`config.mk`:
```
export PLATFORM = sky130hd
export DESIGN_NAME = reg_serializer
export DESIGN_NICKNAME = d
export VERILOG_FILES = /design/src/rtl/reg_serializer.sv
export SDC_FILE = /design/constraint.sdc
export NUM_CORES = 1
export LEC_CHECK = 0
export ABC_AREA = 1
export BUFFER_PORTS_ARGS = -buffer_cell sky130_fd_sc_hd__buf_2
export CORE_AREA = 4 4 56 58
export DETAILED_ROUTE_END_ITERATION = 6
export DIE_AREA = 0 0 60 62
export PLACE_DENSITY = 0.86
export SKIP_CTS_REPAIR_TIMING = 1
export SLEW_MARGIN = 5
export SYNTH_ARGS = -nofsm -noshare
export SYNTH_HDL_FRONTEND = slang
export SYNTH_SLANG_ARGS = --single-unit
export TNS_END_PERCENT = 5
```
`constraint.sdc`:
```
create_clock -name clk -period 1.6 [get_ports clk]
set_clock_uncertainty 0.05 [all_clocks]
set_input_delay 0.32 -clock clk [delete_from_list [all_inputs] [get_ports clk]]
set_output_delay 0.32 -clock clk [all_outputs]
set_load 0.01 [all_outputs]
```
`src/rtl/reg_serializer.sv`:
```
// ---------------------------------------------------------------------------
// reg_serializer
//   Parallel-to-serial transmitter. A word presented on din is captured when
//   load is sampled high while idle, then sent on sout as a framed stream:
//   one start bit (0), WIDTH data bits LSB first, one stop bit (1). Each bit
//   is held for CLK_DIV clock cycles. done pulses for one cycle in the first
//   idle cycle after the stop bit, and a load in that cycle is accepted.
//
// Ports
//   clk    in   system clock, rising edge
//   rst_n  in   asynchronous active-low reset
//   din    in   [WIDTH-1:0] word to transmit
//   load   in   transmit request, honoured only when ready
//   ready  out  a load will be accepted on the next edge
//   busy   out  frame in progress (inverse of ready)
//   sout   out  serial line, idles high
//   done   out  one-cycle pulse when a frame completes
// ---------------------------------------------------------------------------
module reg_serializer #(
  parameter int WIDTH   = 16,
  parameter int CLK_DIV = 1
) (
  input  logic             clk,
  input  logic             rst_n,
  input  logic [WIDTH-1:0] din,
  input  logic             load,
  output logic             ready,
  output logic             busy,
  output logic             sout,
  output logic             done
);

  localparam int CW = (WIDTH > 1) ? $clog2(WIDTH) : 1;
  localparam int DW = (CLK_DIV > 1) ? $clog2(CLK_DIV) : 1;
  localparam logic [CW-1:0] BIT_LAST = CW'(WIDTH - 1);
  localparam logic [DW-1:0] DIV_LAST = DW'(CLK_DIV - 1);

  typedef enum logic [1:0] {
    IDLE  = 2'd0,
    START = 2'd1,
    DATA  = 2'd2,
    STOP  = 2'd3
  } state_t;

  state_t           state_q, state_d;
  logic [WIDTH-1:0] shift_q, shift_d;
  logic [CW-1:0]    bit_q,   bit_d;
  logic [DW-1:0]    div_q,   div_d;
  logic             sout_q,  sout_d;
  logic             ready_q, ready_d;
  logic             busy_q,  busy_d;
  logic             done_q,  done_d;
  logic             div_end;

  // With CLK_DIV=1 the divider is a constant 0 and div_end is always true.
  assign div_end = (div_q == DIV_LAST);

  // Outputs are registered, so each branch computes the line level that
  // belongs to the state being entered, not the state being left.
  always_comb begin
    state_d = state_q;
    shift_d = shift_q;
    bit_d   = bit_q;
    div_d   = div_q;
    sout_d  = sout_q;
    ready_d = ready_q;
    busy_d  = busy_q;
    done_d  = 1'b0;

    case (state_q)
      IDLE: begin
        sout_d  = 1'b1;
        ready_d = 1'b1;
        busy_d  = 1'b0;
        if (load) begin
          shift_d = din;
          div_d   = '0;
          bit_d   = '0;
          state_d = START;
          sout_d  = 1'b0;
          ready_d = 1'b0;
          busy_d  = 1'b1;
        end
      end

      START: begin
        if (div_end) begin
          div_d   = '0;
          bit_d   = '0;
          state_d = DATA;
          sout_d  = shift_q[0];
        end else begin
          div_d = div_q + DW'(1);
        end
      end

      DATA: begin
        if (div_end) begin
          div_d   = '0;
          shift_d = shift_q >> 1;
          if (bit_q == BIT_LAST) begin
            state_d = STOP;
            sout_d  = 1'b1;
          end else begin
            bit_d  = bit_q + CW'(1);
            // Next data bit is the one about to shift into position 0.
            sout_d = shift_q[1];
          end
        end else begin
          div_d = div_q + DW'(1);
        end
      end

      STOP: begin
        if (div_end) begin
          div_d   = '0;
          state_d = IDLE;
          sout_d  = 1'b1;
          ready_d = 1'b1;
          busy_d  = 1'b0;
          done_d  = 1'b1;
        end else begin
          div_d = div_q + DW'(1);
        end
      end

      default: begin
        state_d = IDLE;
        sout_d  = 1'b1;
        ready_d = 1'b1;
        busy_d  = 1'b0;
      end
    endcase
  end

  always_ff @(posedge clk or negedge rst_n) begin
    if (!rst_n) begin
      state_q <= IDLE;
      shift_q <= '0;
      bit_q   <= '0;
      div_q   <= '0;
      sout_q  <= 1'b1;
      ready_q <= 1'b1;
      busy_q  <= 1'b0;
      done_q  <= 1'b0;
    end else begin
      state_q <= state_d;
      shift_q <= shift_d;
      bit_q   <= bit_d;
      div_q   <= div_d;
      sout_q  <= sout_d;
      ready_q <= ready_d;
      busy_q  <= busy_d;
      done_q  <= done_d;
    end
  end

  assign sout  = sout_q;
  assign ready = ready_q;
  assign busy  = busy_q;
  assign done  = done_q;

endmodule

```
==> impl_metrics.env <==
export IMPL_outcome="finished clean"
export IMPL_criticalPathCategory="flip-flop to flip-flop"
export IMPL_rrSetupSlack_ns=0.10
export IMPL_clk_pin_slew_ns=0.14
export IMPL_route_met2_wl_um=1390
export IMPL_die_h_um=62
export IMPL_initial_core_util=0.517
export IMPL_critPathMaxStageDelay_ns=0.42
export IMPL_wl_met1_um=1080
export IMPL_via_count=1103
export IMPL_final_cell_mix="nand2_1, nor2_1, dfrtp_1"
export IMPL_vias_per_cell=5.25
export IMPL_worstPathMaxFanout=28
export IMPL_diodes=0
export IMPL_post_route_period_util=0.937
export IMPL_wl_um=2620
export IMPL_cts_buffers=3
export IMPL_fmax_mhz=667
export IMPL_crit_path_end="shift_q[2]"
export IMPL_placed_area_mm2=0.00150
export IMPL_slowest_stage="dfrtp_1"
export IMPL_fin_cells=210
export IMPL_post_drt_wl_per_cell_um=12.5
export IMPL_drc=0
export IMPL_cp_startpoint="state_q[0]"
export IMPL_num_io_pins=23
export IMPL_fin_area_mm2=0.00157
export IMPL_avgSynthCellArea_um2=9.06
export IMPL_reg2reg_from="state_q[0]"
export IMPL_cts_root_buf="clkbuf_4"
export IMPL_grt_pass1_wl_um=4510
export IMPL_startpoint_type="flip-flop"
export IMPL_drt_iter0_markers=53
export IMPL_ys_warn_count=0
export IMPL_final_common_cell="nand2_1"
export IMPL_place_congestion=0.773
export IMPL_holdPathStages=3
export IMPL_dp_cells=202
export IMPL_power_internal_mw=1.83
export IMPL_relSlewSlack=0.626
export IMPL_postSynthNetCount=176
export IMPL_fillCellCount=244
export IMPL_dr_pass1_iters=6
export IMPL_cap_violations=0
export IMPL_cts_max_path_buffers=2
export IMPL_crit_path_end_kind="flip-flop"
export IMPL_row_count=19
export IMPL_cellLeakagePower_nw=0.812
export IMPL_setup_violations=0
export IMPL_area_growth_pct=13.9
export IMPL_grt_usage=0.161
export IMPL_critical_path_depth=6
export IMPL_core_mm2=0.00266
export IMPL_yosysSeqAreaShare=0.474
export IMPL_hold_start="din[15]"
export IMPL_grt_max_degree=29
export IMPL_powerDensity_mw_per_mm2=2080
export IMPL_fin_util=0.589
export IMPL_clock_latency_ns=0.32
export IMPL_synthesis_area_mm2=0.00138
export IMPL_crit_chain="inv_1 -> ha_1 -> nand2_1 -> nand2_4 -> buf_12 -> o31ai_2"
export IMPL_drive_above_1_share=0.302
export IMPL_vdd_ir_drop_max_mv=1.29
export IMPL_dieArea_mm2=0.00372
export IMPL_cp_num_buf_inv=2
export IMPL_min_path_type="primary input to flip-flop"
export IMPL_antenna_found_initial=0
export IMPL_final_net_count=204
export IMPL_cp_top_family="flip-flops"
export IMPL_total_power_mw=3.26
export IMPL_tns_ns=0
export IMPL_seq_power_share=0.358
export IMPL_hpwl_um=1990
export IMPL_rsz0062_at_grt="no"
export IMPL_yosys_register_bits=26
export IMPL_htreeDepth=1
export IMPL_cts_tree="yes"
export IMPL_rr_endpoint="shift_q[2]"
export IMPL_dr_max_layer_used="met4"
export IMPL_port_buffers=22
export IMPL_pwr_share_comb=0.557
export IMPL_wl_met3_um=120
export IMPL_die_w_um=60
export IMPL_drv_slew=0
export IMPL_tightestPinTransition_ns=0.561
export IMPL_grt_pass1_vias=1089
export IMPL_synth_cells=152
export IMPL_clockPowerShare=0.085
export IMPL_ant_nets=0
export IMPL_hold_violations=0
export IMPL_worstPathRequired_ns=1.78
export IMPL_netSwitchingFraction=0.438
export IMPL_synth_distinct_cells=20
export IMPL_switching_power_mw=1.43
export IMPL_clock_sinks=26
export IMPL_grt_overflow=0
export IMPL_reg2regPathDepth=6
export IMPL_crit_arrival_ns=1.68
export IMPL_fin_crit_ns=1.50
[metrics by stage]
step	hold WS, ns	setup slack [ns]
floorplan	-0.0256	0.290
global placement	0.286	0.167
detailed placement	0.298	0.0881
CTS	-0.0648	0.0678
global route	0.199	0.00871
finish	0.208	0.100
[power groups by stage]
stage	clock network, mW	registers, mW	logic (mW)
5_1_grt	0.323	1.20	2.03
3_5_place_dp	0	1.17	1.74
6_report	0.278	1.16	1.81
2_1_floorplan	0	1.16	1.44
4_1_cts	0.293	1.16	1.74
3_3_place_gp	0	1.16	1.64
[cells in the mapped netlist (all sizes together)]
cell,n,area (um^2)
ha,5,62.6
nand2,42,178
nand4,2,12.5
nand3,5,25.0
inv,11,41.3
dfrtp,24,601
o21ai,9,45.0
nor3,1,5.00
nor2,28,105
a21o,1,7.51
or2,2,12.5
nand3b,1,7.51
buf,6,60.1
o31ai,13,163
dfstp,2,52.6
[metal layers]
layer	GRT usage	vias to the layer above
met2	0.306	20
met4	0.0633	0
met3	0.0269	4
met5	0	-
li1	-	546
met1	0.180	533
[how the worst min path moves through the flow]
stage | end | slack (ns)
2_1_floorplan | bit_q[0] | -0.03
3_3_place_gp | shift_q[12] | 0.29
3_5_place_dp | shift_q[13] | 0.30
4_1_cts | shift_q[10] | -0.06
5_1_grt | shift_q[15] | 0.20
6_report | shift_q[15] | 0.21
[layout make-up]
class	count	area, um^2	area share
Sequential cell	26	653	0.416
Multi-Input combinational cell	109	626	0.399
Timing Repair Buffer	29	181	0.116
Inverter	11	43.8	0.0279
Tap cell	31	38.8	0.0247
Clock buffer	4	26.3	0.0167
[worst register-to-register path, stage by stage, from the launching register on]
cell and delay, ns:
dfrtp_1 0.42, inv_1 0.09, ha_1 0.22, nand2_1 0.17
nand2_4 0.10, buf_12 0.17, o31ai_2 0.20
[flip-flops by register name, indices dropped and copies added, names as in the netlist]
register and flops:
busy 1, shift_q 16, done 1, bit_q 4, ready 1, state_q 2, sout 1
[cells by family (layout without fill, tap and decap cells)]
group,Yosys count,after routing,share of synthesized area
DFF,26,26,0.474
buffers and inverters,17,44,0.0736
AOI/OAI and AO/OA,23,23,0.156
and+or+nand+nor,81,81,0.251
adders and majority gates,5,5,0.0454
No activity file was read; power rests on OpenSTA's default activity.
